--- src/rtl/wb_sram_bridge_if.sv ---
// Wishbone classic slave-side bus bundle for wb_sram_bridge.
interface wb_sram_bridge_if;
  logic        wbs_cyc_i;
  logic        wbs_stb_i;
  logic        wbs_we_i;
  logic [3:0]  wbs_sel_i;
  logic [31:0] wbs_adr_i;
  logic [31:0] wbs_dat_i;
  logic        wbs_ack_o;
  logic [31:0] wbs_dat_o;

  modport slave (
    input  wbs_cyc_i, wbs_stb_i, wbs_we_i, wbs_sel_i, wbs_adr_i, wbs_dat_i,
    output wbs_ack_o, wbs_dat_o
  );

  modport master (
    output wbs_cyc_i, wbs_stb_i, wbs_we_i, wbs_sel_i, wbs_adr_i, wbs_dat_i,
    input  wbs_ack_o, wbs_dat_o
  );
endinterface

--- src/rtl/wb_sram_bridge.sv ---
// Wishbone classic slave onto port 0 of the 32x512 sky130 SRAM macro.
// Define WB_SRAM_DBG_PORT_EN to enable the port-1 debug read channel.
module wb_sram_bridge #(
  parameter logic [31:0] BASE_ADDR = 32'h3000_0000
) (
  input  logic        wb_clk_i,
  input  logic        wb_rst_i,
  wb_sram_bridge_if.slave wbs,
  output logic        sram_csb0,
  output logic        sram_web0,
  output logic [3:0]  sram_wmask0,
  output logic [8:0]  sram_addr0,
  output logic [31:0] sram_din0,
  input  logic [31:0] sram_dout0,
  output logic        sram_csb1,
  output logic [8:0]  sram_addr1,
  input  logic [31:0] sram_dout1,
  input  logic        dbg_req_i,
  input  logic [8:0]  dbg_addr_i,
  output logic        dbg_valid_o,
  output logic [31:0] dbg_data_o
);

  typedef enum logic [2:0] {ST_IDLE, ST_WR, ST_RD, ST_RWAIT, ST_RACK} state_e;

  state_e      state_q, state_d;
  logic        csb0_q, csb0_d;
  logic        web0_q, web0_d;
  logic [3:0]  wmask0_q, wmask0_d;
  logic [8:0]  addr0_q, addr0_d;
  logic [31:0] din0_q, din0_d;
  logic        ack_q, ack_d;
  logic [31:0] rdata_q, rdata_d;
  logic        hit;
  logic        unused_adr;

  assign hit = wbs.wbs_cyc_i & wbs.wbs_stb_i &
               (wbs.wbs_adr_i[31:11] == BASE_ADDR[31:11]);
  assign unused_adr = ^wbs.wbs_adr_i[1:0];

  // Macro-facing values are computed for the state being entered, so the
  // registered pins line up with that state's cycle.
  always_comb begin
    state_d  = state_q;
    csb0_d   = 1'b1;
    web0_d   = 1'b1;
    wmask0_d = wmask0_q;
    addr0_d  = addr0_q;
    din0_d   = din0_q;
    ack_d    = 1'b0;
    rdata_d  = rdata_q;
    case (state_q)
      ST_IDLE: begin
        if (hit) begin
          addr0_d = wbs.wbs_adr_i[10:2];
          csb0_d  = 1'b0;
          if (wbs.wbs_we_i) begin
            state_d  = ST_WR;
            web0_d   = 1'b0;
            wmask0_d = wbs.wbs_sel_i;
            din0_d   = wbs.wbs_dat_i;
            ack_d    = 1'b1;
          end else begin
            state_d = ST_RD;
          end
        end
      end
      ST_WR:   state_d = ST_IDLE;
      ST_RD:   state_d = ST_RWAIT;
      ST_RWAIT: begin
        if (!wbs.wbs_cyc_i) begin
          state_d = ST_IDLE;
        end else begin
          state_d = ST_RACK;
          rdata_d = sram_dout0;
          ack_d   = 1'b1;
        end
      end
      ST_RACK: state_d = ST_IDLE;
      default: state_d = ST_IDLE;
    endcase
  end

  always_ff @(posedge wb_clk_i) begin
    if (wb_rst_i) begin
      state_q  <= ST_IDLE;
      csb0_q   <= 1'b1;
      web0_q   <= 1'b1;
      wmask0_q <= '0;
      addr0_q  <= '0;
      din0_q   <= '0;
      ack_q    <= 1'b0;
      rdata_q  <= '0;
    end else begin
      state_q  <= state_d;
      csb0_q   <= csb0_d;
      web0_q   <= web0_d;
      wmask0_q <= wmask0_d;
      addr0_q  <= addr0_d;
      din0_q   <= din0_d;
      ack_q    <= ack_d;
      rdata_q  <= rdata_d;
    end
  end

  // Gating with cyc lets a master that drops cyc during RACK see no ack.
  assign wbs.wbs_ack_o = ack_q & wbs.wbs_cyc_i;
  assign wbs.wbs_dat_o = (wbs.wbs_ack_o && state_q == ST_RACK) ? rdata_q : 32'h0;

  assign sram_csb0   = csb0_q;
  assign sram_web0   = web0_q;
  assign sram_wmask0 = wmask0_q;
  assign sram_addr0  = addr0_q;
  assign sram_din0   = din0_q;

`ifdef WB_SRAM_DBG_PORT_EN
  logic [1:0]  dbg_cnt_q, dbg_cnt_d;
  logic        csb1_q, csb1_d;
  logic [8:0]  addr1_q, addr1_d;
  logic        dbg_valid_q, dbg_valid_d;
  logic [31:0] dbg_data_q, dbg_data_d;

  // cnt 1: macro selected; cnt 2: port-1 data valid, captured for next cycle.
  always_comb begin
    dbg_cnt_d   = dbg_cnt_q;
    csb1_d      = 1'b1;
    addr1_d     = addr1_q;
    dbg_valid_d = 1'b0;
    dbg_data_d  = dbg_data_q;
    case (dbg_cnt_q)
      2'd0: begin
        if (dbg_req_i) begin
          dbg_cnt_d = 2'd1;
          csb1_d    = 1'b0;
          addr1_d   = dbg_addr_i;
        end
      end
      2'd1: dbg_cnt_d = 2'd2;
      default: begin
        dbg_cnt_d   = 2'd0;
        dbg_valid_d = 1'b1;
        dbg_data_d  = sram_dout1;
      end
    endcase
  end

  always_ff @(posedge wb_clk_i) begin
    if (wb_rst_i) begin
      dbg_cnt_q   <= 2'd0;
      csb1_q      <= 1'b1;
      addr1_q     <= '0;
      dbg_valid_q <= 1'b0;
      dbg_data_q  <= '0;
    end else begin
      dbg_cnt_q   <= dbg_cnt_d;
      csb1_q      <= csb1_d;
      addr1_q     <= addr1_d;
      dbg_valid_q <= dbg_valid_d;
      dbg_data_q  <= dbg_data_d;
    end
  end

  assign sram_csb1   = csb1_q;
  assign sram_addr1  = addr1_q;
  assign dbg_valid_o = dbg_valid_q;
  assign dbg_data_o  = dbg_data_q;
`else
  logic unused_dbg;

  assign unused_dbg  = ^{dbg_req_i, dbg_addr_i, sram_dout1};
  assign sram_csb1   = 1'b1;
  assign sram_addr1  = 9'h0;
  assign dbg_valid_o = 1'b0;
  assign dbg_data_o  = 32'h0;
`endif

endmodule

--- src/flat_wrapper.sv ---
// flat-port wrapper written by rule: the top's interface ports become plain ports
module wb_sram_bridge_flat 
#(
  parameter logic [31:0] BASE_ADDR = 32'h3000_0000
)
  (wb_clk_i, wb_rst_i, sram_csb0, sram_web0, sram_wmask0, sram_addr0, sram_din0, sram_dout0, sram_csb1, sram_addr1, sram_dout1, dbg_req_i, dbg_addr_i, dbg_valid_o, dbg_data_o, wbs_wbs_cyc_i, wbs_wbs_stb_i, wbs_wbs_we_i, wbs_wbs_sel_i, wbs_wbs_adr_i, wbs_wbs_dat_i, wbs_wbs_ack_o, wbs_wbs_dat_o);
  wb_sram_bridge_if wbs_i ();
  input  logic wb_clk_i;
  input  logic wb_rst_i;
  output logic sram_csb0;
  output logic sram_web0;
  output logic [3:0] sram_wmask0;
  output logic [8:0] sram_addr0;
  output logic [31:0] sram_din0;
  input  logic [31:0] sram_dout0;
  output logic sram_csb1;
  output logic [8:0] sram_addr1;
  input  logic [31:0] sram_dout1;
  input  logic dbg_req_i;
  input  logic [8:0] dbg_addr_i;
  output logic dbg_valid_o;
  output logic [31:0] dbg_data_o;
  input wire logic [$bits(wbs_i.wbs_cyc_i)-1:0] wbs_wbs_cyc_i;
  input wire logic [$bits(wbs_i.wbs_stb_i)-1:0] wbs_wbs_stb_i;
  input wire logic [$bits(wbs_i.wbs_we_i)-1:0] wbs_wbs_we_i;
  input wire logic [$bits(wbs_i.wbs_sel_i)-1:0] wbs_wbs_sel_i;
  input wire logic [$bits(wbs_i.wbs_adr_i)-1:0] wbs_wbs_adr_i;
  input wire logic [$bits(wbs_i.wbs_dat_i)-1:0] wbs_wbs_dat_i;
  output wire logic [$bits(wbs_i.wbs_ack_o)-1:0] wbs_wbs_ack_o;
  output wire logic [$bits(wbs_i.wbs_dat_o)-1:0] wbs_wbs_dat_o;
  assign wbs_i.wbs_cyc_i = wbs_wbs_cyc_i;
  assign wbs_i.wbs_stb_i = wbs_wbs_stb_i;
  assign wbs_i.wbs_we_i = wbs_wbs_we_i;
  assign wbs_i.wbs_sel_i = wbs_wbs_sel_i;
  assign wbs_i.wbs_adr_i = wbs_wbs_adr_i;
  assign wbs_i.wbs_dat_i = wbs_wbs_dat_i;
  assign wbs_wbs_ack_o = wbs_i.wbs_ack_o;
  assign wbs_wbs_dat_o = wbs_i.wbs_dat_o;
  wb_sram_bridge #(.BASE_ADDR(BASE_ADDR)) u_core (.wb_clk_i(wb_clk_i), .wb_rst_i(wb_rst_i), .wbs(wbs_i), .sram_csb0(sram_csb0), .sram_web0(sram_web0), .sram_wmask0(sram_wmask0), .sram_addr0(sram_addr0), .sram_din0(sram_din0), .sram_dout0(sram_dout0), .sram_csb1(sram_csb1), .sram_addr1(sram_addr1), .sram_dout1(sram_dout1), .dbg_req_i(dbg_req_i), .dbg_addr_i(dbg_addr_i), .dbg_valid_o(dbg_valid_o), .dbg_data_o(dbg_data_o));
endmodule
--- config.mk ---
export PLATFORM = sky130hd
export DESIGN_NAME = wb_sram_bridge_flat
export DESIGN_NICKNAME = d
export VERILOG_FILES = /design/src/rtl/wb_sram_bridge_if.sv /design/src/rtl/wb_sram_bridge.sv /design/src/flat_wrapper.sv
export SDC_FILE = /design/constraint.sdc
export NUM_CORES = 1
export LEC_CHECK = 0
export CORE_MARGIN = 2
export CORE_UTILIZATION = 35
export DETAILED_ROUTE_END_ITERATION = 6
export PLACE_DENSITY_LB_ADDON = 0.08
export SLEW_MARGIN = 0
export SYNTH_ARGS = -nofsm -noshare
export SYNTH_HDL_FRONTEND = slang
export SYNTH_SLANG_ARGS = --single-unit
--- constraint.sdc ---
create_clock -name wb_clk_i -period 1.91 [get_ports wb_clk_i]
set_clock_uncertainty 0.05 [all_clocks]
set_input_delay 0.2865 -clock wb_clk_i [delete_from_list [all_inputs] [get_ports wb_clk_i]]
set_output_delay 0.2865 -clock wb_clk_i [all_outputs]
set_load 0.05 [all_outputs]
==> impl_metrics.csv, run 1 <==
group,metric,value,unit
job,maxCapViolCount,0,
synth,netlist_area,0.00373,mm^2
floorplanning,ios,270,
drt,post_drt_wl_per_cell,14.6,um
worst_setup_path,required,1.57,ns
floorplanning,dieArea,0.0115,mm^2
sta,finalHoldViolCount,0,
worst_setup_path,endpoint_kind,"output pin",
layout,num_antenna_cells,0,
drt,firstDrtPassIters,4,
pwr,power,3630,uW
layout,final_common_cell,"clkdlybuf4s50_1",
worst_setup_path,start_kind,"flop",
sta,setup_viol,0,
sta,final.setup.tns,0,ns
synth,syn_avg_cell_area,8.14,um^2
worst_setup_path,crit_family,"buffers and inverters",
cts,cts_hold_buf,0,
synth,netlist.area_leader.share,0.446,
cts,htreeDepth,3,
synth,synth.largest_area_cell,"dfxtp_1",
grt,grt_pass1_vias,3581,
worst_setup_path,crit_chain,"clkdlybuf4s50_1",
cts,cts_buffer_depth,2,
sta,fmax,0.542,GHz
cts,cts_made_buffers,9,
worst_setup_path,path_max_fanout,2,
layout,finalNonFillerCells,773,
drt,drt_wl_total,11.3,mm
cts,cts.clk_slew.worst_paths,0.09,ns
placement,routabilityCongestion,0.761,
grt,grt_overflow,0,
synth,synth-compound-area-share,0.171,
floorplanning,row_count,37,
floorplanning,dieWidth,107,um
cts,cts_root_buf,"clkbuf_8",
layout,synthToLayoutAreaGrowth,66.2,%
layout,post-route-util,0.600,
sta,finalMaxSlewViolations,0,
pwr,p_per_area,586,mW/mm^2
sta,slew_headroom,0.609,
floorplanning,start_util,0.361,
synth,ys_seq_elements,83,
floorplanning,die_height,107,um
pwr,ir_drop,0.343,mV
grt,grt_use_total,0.190,
synth,synth_top_family_by_area,"simple AND/OR/NAND/NOR gates",
grt,grt_pass1_wl,17.6,mm
synth,yosysSeqAreaShare,0.446,
drt,drc_errors,0,
synth,synthTopCellsByArea,"dfxtp_1 (45%), a21oi_1 (10%), buf_4 (8.9%)",
synth,synthXorXnorAreaFrac,0,
sta,tightestPinTransition,0.587,ns
drt,first_iter_violations,138,
cts,numClockSinks,83,
placement,hpwl,7.96,mm
floorplanning,core,0.0103,mm^2
sta,grt_setup_unrepaired,"no",
synth,synthCells,458,
cts,cts_tree,"built",
cts,insertion_delay,0.33,ns
worst_hold_path,hp-class,"input port to flop",
grt,grt_max_degree,46,
layout,final_cell_mix,"clkdlybuf4s50_1 (144), dfxtp_1 (80), a21oi_1 (78)",
synth,synth_fa_ha_area_frac,0,
synth,synth.distinct_cells,29,
worst_setup_path,crit_path_max_incr_delay,0.83,ns
worst_setup_path,worstPathArrival,1.51,ns
drt,ant_nets,0,
layout,layout.nets,779,
worst_setup_path,cp_num_buf_inv,1,
sta,fin_crit_sh,0.965,
placement,placedCellCount,756,
sta,period_needed,1.84,ns
outcome,status,"finished clean",
drt,vias,3716,
synth,yosys_warnings,0,
synth,synth-simple-area-share,0.240,
synth,synthMuxAreaShare,0,
pwr,p_leak,0.00222,uW
drt,viasPerCell,4.81,
worst_setup_path,cp_slowest_cell,"clkdlybuf4s50_1",
worst_setup_path,crit_type,"flop to output pin",
grt,antenna_found_initial,0,
placement,io_buffer_count,182,
layout,drive_gt1_frac,0.184,
power breakdown:
group	leakage (uW)	switching, uW	total [uW]	internal [uW]
sequential	0.000670	0.0000555	1730	1730
combinational	0.00143	255	450	195
clock	0.000116	638	1450	813
Yosys cell counts (all sizes together):
cell type  count
and3           1
and4b          1
buf           57
a31oi          2
and4           2
dfxtp         83
a211oi         1
nand3         37
o21ai         45
nand4         11
or2            1
and2          34
clkbuf        24
conb           2
a21oi         78
nor4           5
nand4b         2
and4bb         2
inv            1
nor2           2
nand2         65
nor3           2
per-layer routing:
metal	wire, um	global-route usage
met1	4670	0.225
met2	5640	0.332
met4	131	0.0538
met3	830	0.0547
met5	0	0
kinds of logic (layout without fill, tap and decap cells):
logic type | after synthesis | in the layout
AOI/OAI and AO/OA | 126 | 126
and+or+nand+nor | 165 | 165
buffers and inverters | 82 | 220
DFF | 83 | 83
other | 2 | 43
metrics by stage:
step | instance area [um^2] | worst slack (ns) | hold slack, ns
after floorplan | 3920 | 0.0387 | 0.372
after global placement | 5920 | -0.111 | 0.387
after detailed placement | 5920 | -0.161 | 0.392
after CTS | 6170 | 0.00508 | 0.395
after global routing | 6190 | 0.00399 | 0.406
final | 6190 | 0.0661 | 0.399
area by class of cell:
type                            count  area (um^2)
Timing Repair Buffer              203         2370
Clock inverter                      5         85.1
Inverter                            1         3.75
Clock buffer                       11          151
Multi-Input combinational cell    334         1740
Fill cell                         927         4130
Tap cell                          136          170
Sequential cell                    83         1670
what timing repair did:
action                     in CTS  in global routing
cloned                          1                  0
resized for setup               7                  7
buffers inserted                0                  0
setup endpoints to repair      32                 32
state kept, by name (all words and copies together) (netlist names):
register / flops
u_core.sram_csb0: 1
u_core.state_q: 3
u_core.rdata_q: 32
u_core.sram_addr0: 9
u_core.sram_wmask0: 4
u_core.sram_din0: 32
u_core.ack_q: 1
u_core.sram_web0: 1
path summary, 6_finish.rpt:
path,slack [ns],from,end,depth (start not counted)
worst min-delay path,0.40,wb_rst_i,u_core.rdata_q[26],2
worst max-delay path,0.07,u_core.sram_addr0[3],sram_addr0[3],1
worst max register to register,0.32,u_core.state_q[2],u_core.sram_din0[28],5
worst min register to register,0.40,u_core.rdata_q[13],u_core.rdata_q[13],2
(Power assumes the default switching activity.)
==> inputs of run 2 (changes only) <==
==> constraint.sdc (replaced) <==
create_clock -name wb_clk_i -period 2.4 [get_ports wb_clk_i]
set_clock_uncertainty 0.05 [all_clocks]
set_input_delay 0.36 -clock wb_clk_i [delete_from_list [all_inputs] [get_ports wb_clk_i]]
set_output_delay 0.36 -clock wb_clk_i [all_outputs]
set_load 0.05 [all_outputs]
==> impl_metrics.csv, run 2 (synthesis gave the netlist of run 1 again) <==
group,metric,value,unit
drt,vias,3596,
worst_setup_path,start_kind,"input port",
grt,antenna_found_initial,0,
worst_setup_path,required,1.99,ns
floorplanning,dieWidth,107,um
layout,drive_gt1_frac,0.111,
worst_setup_path,crit_family,"buffers and inverters",
layout,final_common_cell,"clkdlybuf4s50_1",
drt,wl_met1,4.58,mm
sta,finalMaxSlewViolations,0,
cts,insertion_delay,0.34,ns
layout,fill_cells,939,
floorplanning,start_util,0.361,
drt,drt_wl_total,10.9,mm
cts,cts_buffer_depth,2,
drt,met3WireLength,990,um
placement,routabilityCongestion,0.769,
cts,htreeDepth,3,
worst_setup_path,worstPathArrival,1.78,ns
worst_setup_path,endpoint_kind,"output pin",
outcome,status,"finished clean",
cts,cts_root_buf,"clkbuf_8",
worst_hold_path,hp-class,"flop to flop",
drt,firstDrtPassIters,4,
worst_setup_path,path_max_fanout,32,
sta,tightestPinTransition,0.636,ns
floorplanning,core,0.0103,mm^2
worst_setup_path,crit_path_max_incr_delay,0.47,ns
cts,cts.clk_slew.worst_paths,0.08,ns
grt,grt_pass1_wl,16.8,mm
sta,grt_setup_unrepaired,"no",
placement,hpwl,7.66,mm
layout,final_cell_mix,"clkdlybuf4s50_1 (148), dfxtp_1 (83), a21oi_1 (78)",
layout,multi_input_area,0.00169,mm^2
drt,post_drt_wl_per_cell,14.2,um
sta,fmax,0.457,GHz
drt,viasPerCell,4.70,
sta,finalHoldViolCount,0,
drt,routed.top_layer,"met4",
drt,ant_nets,0,
grt,grt_use_total,0.183,
pwr,ir_drop,0.341,mV
floorplanning,ios,270,
grt,grt_overflow,0,
drt,drc_errors,0,
layout,synthToLayoutAreaGrowth,62.7,%
cts,postCtsSetupRepairBufs,0,
grt,grt_max_degree,46,
cts,cts_hold_buf,0,
pwr,p_leak,0.00212,uW
sta,final.setup.tns,0,ns
cts,cts_made_buffers,9,
sta,period_needed,2.19,ns
sta,slew_headroom,0.576,
worst_setup_path,cp_num_buf_inv,3,
worst_setup_path,crit_type,"input port to output pin",
layout,post-route-util,0.588,
cts,numClockSinks,83,
worst_setup_path,cp_slowest_cell,"clkdlybuf4s50_1",
sta,fin_crit_sh,0.911,
layout,layout.nets,771,
pwr,p_per_area,483,mW/mm^2
layout,regArea,0.00166,mm^2
floorplanning,die_height,107,um
floorplanning,row_count,37,
grt,grt_pass1_vias,3405,
cts,cts_tree,"built",
cts,cts_resized,0,
sta,setup_viol,0,
drt,first_iter_violations,106,
floorplanning,dieArea,0.0115,mm^2
worst_setup_path,crit_chain,"clkdlybuf4s50_1, and2_1, and3_1, buf_12, and2_1, buf_12",
drt,wl_met2,5.15,mm
layout,num_antenna_cells,0,
placement,io_buffer_count,182,
job,maxCapViolCount,0,
run 2: changes by cell type in the layout (fill, tap and decap cells not counted), sizes merged:
cell / change
clkinvlp: +1
clkinv: -1
bufinv: +1
clkbuf: -1
clkdlybuf4s50: +4
buf: -11
dlygate4sd2: -1
run 2: layout make-up:
| cell class | instances | area share |
|---|---|---|
| flip-flops and latches | 83 | 0.274 |
| clock buffers | 10 | 0.0210 |
| clock inverters | 6 | 0.0188 |
| repair buffers | 195 | 0.378 |
| well taps | 136 | 0.0281 |
| inverters | 1 | 0.000619 |
| multi-input cells | 334 | 0.279 |
run 2: path summary, 6_finish.rpt:
| check | start | to | slack (ns) | cells after the start |
|---|---|---|---|---|
| min reg2reg | u_core.rdata_q[13] | u_core.rdata_q[13] | 0.40 | 2 |
| max reg2reg | u_core.state_q[2] | u_core.sram_din0[28] | 0.53 | 5 |
| min | u_core.rdata_q[13] | u_core.rdata_q[13] | 0.40 | 2 |
| max | wbs_wbs_cyc_i | wbs_wbs_dat_o[5] | 0.21 | 6 |
run 2: stage by stage:
stage	hold WS (ns)	cell area, um^2	total power [uW]	setup WS, ns	cells
finish	0.403	6070	2930	0.212	765
floorplan	0.382	3880	1640	0.255	499
global placement	0.387	5820	1760	0.212	749
global route	0.421	6070	3040	0.134	765
detailed placement	0.392	5820	1760	0.204	749
CTS	0.405	6070	2960	0.204	765
run 2: report_power, final:
part,total [uW],internal [uW],leakage (uW),switching [uW]
Clock,1200,693,0.000113,503
Sequential,1380,1380,0.000668,0.0000433
Combinational,357,155,0.00134,203
run 2: tightest hold or removal path, cell delays in order (launching register included):
cell	delay [ns]
dfxtp_1	0.31
nand2_1	0.05
a21oi_1	0.05
run 2: layer usage:
layer,global-route usage,vias up
li1,-,1803
met1,0.224,1650
met2,0.297,129
met3,0.0723,14
met4,0.0529,0
met5,0,-
==> inputs of run 3 (changes only) <==
--- a/config.mk
+++ b/config.mk
@@ -9,6 +9,7 @@
 export CORE_UTILIZATION = 35
 export DETAILED_ROUTE_END_ITERATION = 6
 export PLACE_DENSITY_LB_ADDON = 0.08
+export REMOVE_ABC_BUFFERS = 1
 export SLEW_MARGIN = 0
 export SYNTH_ARGS = -nofsm -noshare
 export SYNTH_HDL_FRONTEND = slang
==> constraint.sdc (replaced) <==
create_clock -name wb_clk_i -period 2.6 [get_ports wb_clk_i]
set_clock_uncertainty 0.05 [all_clocks]
set_input_delay 0.39 -clock wb_clk_i [delete_from_list [all_inputs] [get_ports wb_clk_i]]
set_output_delay 0.39 -clock wb_clk_i [all_outputs]
set_load 0.05 [all_outputs]
==> impl_metrics.csv, run 3 (synthesis gave the netlist of run 1 again) <==
group,metric,value,unit
outcome,status,"finished clean",
worst_setup_path,startpoint,"wbs_wbs_cyc_i",
worst_setup_path,endpoint_kind,"output pin",
drt,ant_nets,0,
drt,post_drt_wl_per_cell,14.0,um
pwr,p_clk_frac,0.339,
layout,post-route-util,0.578,
sta,grt_setup_unrepaired,"no",
grt,grt_max_degree,46,
worst_setup_path,r2r_start,"u_core.state_q[0]",
grt,grt_pass1_wl,16.8,mm
layout,drive_gt1_frac,0.106,
grt,met1_usage,0.220,
job,maxCapViolCount,0,
cts,htreeDepth,3,
layout,num_antenna_cells,0,
grt,antenna_found_initial,0,
worst_setup_path,worstPathArrival,1.80,ns
floorplanning,dieWidth,107,um
sta,setup_viol,0,
drt,drc_errors,0,
drt,vias,3642,
grt,grt_overflow,0,
floorplanning,row_count,37,
grt,busiest_layer,"met2",
pwr,p_per_area,405,mW/mm^2
cts,cts_tree,"built",
layout,synthToLayoutAreaGrowth,60.2,%
worst_hold_path,hp-class,"flop to flop",
floorplanning,dieArea,0.0115,mm^2
sta,finalMaxSlewViolations,0,
cts,cts_resized,0,
sta,holdWs,0.403,ns
sta,tightestPinTransition,0.630,ns
placement,io_buffer_count,182,
layout,layout.nets,768,
pwr,switching_share,0.265,
pwr,ir_drop,0.245,mV
drt,drt_wl_total,10.7,mm
worst_setup_path,required,2.16,ns
worst_setup_path,path_max_fanout,32,
cts,cts_hold_buf,0,
pwr,seqPwrFrac,0.525,
sta,slew_headroom,0.579,
worst_setup_path,crit_type,"input port to output pin",
cts,numClockSinks,83,
layout,final_cell_mix,"clkdlybuf4s50_1 (148), dfxtp_1 (83), a21oi_1 (78)",
sta,finalHoldViolCount,0,
grt,met3_usage,0.0711,
worst_setup_path,start_kind,"input port",
layout,final_common_cell,"clkdlybuf4s50_1",
grt,use_met2,0.291,
sta,period_needed,2.24,ns
pwr,intPower,1780,uW
placement,hpwl,7.44,mm
cts,cts_buffer_depth,2,
worst_hold_path,min_from,"u_core.rdata_q[24]",
floorplanning,start_util,0.361,
sta,fin_crit_sh,0.863,
cts,cts.clk_slew.worst_paths,0.08,ns
layout,final_area,0.00597,mm^2
drt,firstDrtPassIters,4,
drt,first_iter_violations,121,
grt,grt_use_total,0.181,
sta,fmax,0.446,GHz
floorplanning,die_height,107,um
layout,fill_cells,973,
cts,postCtsSetupRepairBufs,0,
cts,cts_root_buf,"clkbuf_8",
pwr,comb_power_share,0.136,
sta,final.setup.tns,0,ns
drt,viasPerCell,4.79,
placement,routabilityCongestion,0.741,
pwr,p_leak,0.00208,uW
floorplanning,core,0.0103,mm^2
floorplanning,ios,270,
pwr,p_sw,640,uW
placement,place_area,0.00580,mm^2
cts,cts_made_buffers,9,
cts,insertion_delay,0.34,ns
grt,grt_pass1_vias,3445,
==> run 3: worst paths after layout <==
kind,to,slack [ns],depth (start not counted)
worst max-delay path,wbs_wbs_dat_o[31],0.36,6
worst min-delay path,u_core.rdata_q[24],0.40,2
worst max register to register,u_core.sram_din0[29],0.63,5
worst min register to register,u_core.rdata_q[24],0.40,2
==> run 3: layout make-up <==
| cell class | count | area, um^2 | area share |
|---|---|---|---|
| Tap cell | 136 | 170 | 0.0285 |
| Clock inverter | 4 | 27.5 | 0.00461 |
| Clock buffer | 11 | 141 | 0.0237 |
| Timing Repair Buffer | 192 | 2270 | 0.381 |
| Inverter | 1 | 3.75 | 0.000629 |
| Sequential cell | 83 | 1660 | 0.278 |
| Multi-Input combinational cell | 334 | 1690 | 0.284 |
==> run 3: per-stage QoR <==
stage	setup slack, ns	power, uW	instances
after floorplan	0.284	1440	418
after global placement	0.351	1620	746
after detailed placement	0.268	1630	746
after CTS	0.329	2450	761
after global routing	0.280	2510	761
final	0.357	2420	761
==> run 3: metal layers <==
metal	part of all wire	vias to the layer above
met5	0	-
met3	0.096	17
li1	-	1804
met2	0.47	153
met4	0.020	0
met1	0.41	1668
==> run 3: critical path: stages <==
cell and delay, ns:
clkdlybuf4s50_1 0.53, and2_1 0.16, and3_1 0.20, buf_12 0.17
and2_1 0.20, buf_12 0.15
==> run 3: power by group through the flow <==
| stage | Combinational [uW] | Sequential, uW | Clock (uW) |
|---|---|---|---|
| 2_1_floorplan | 142 | 1300 | 0 |
| 4_1_cts | 329 | 1270 | 852 |
| 3_5_place_dp | 327 | 1300 | 0 |
| 3_3_place_gp | 325 | 1300 | 0 |
| 6_report | 328 | 1270 | 820 |
| 5_1_grt | 344 | 1270 | 900 |
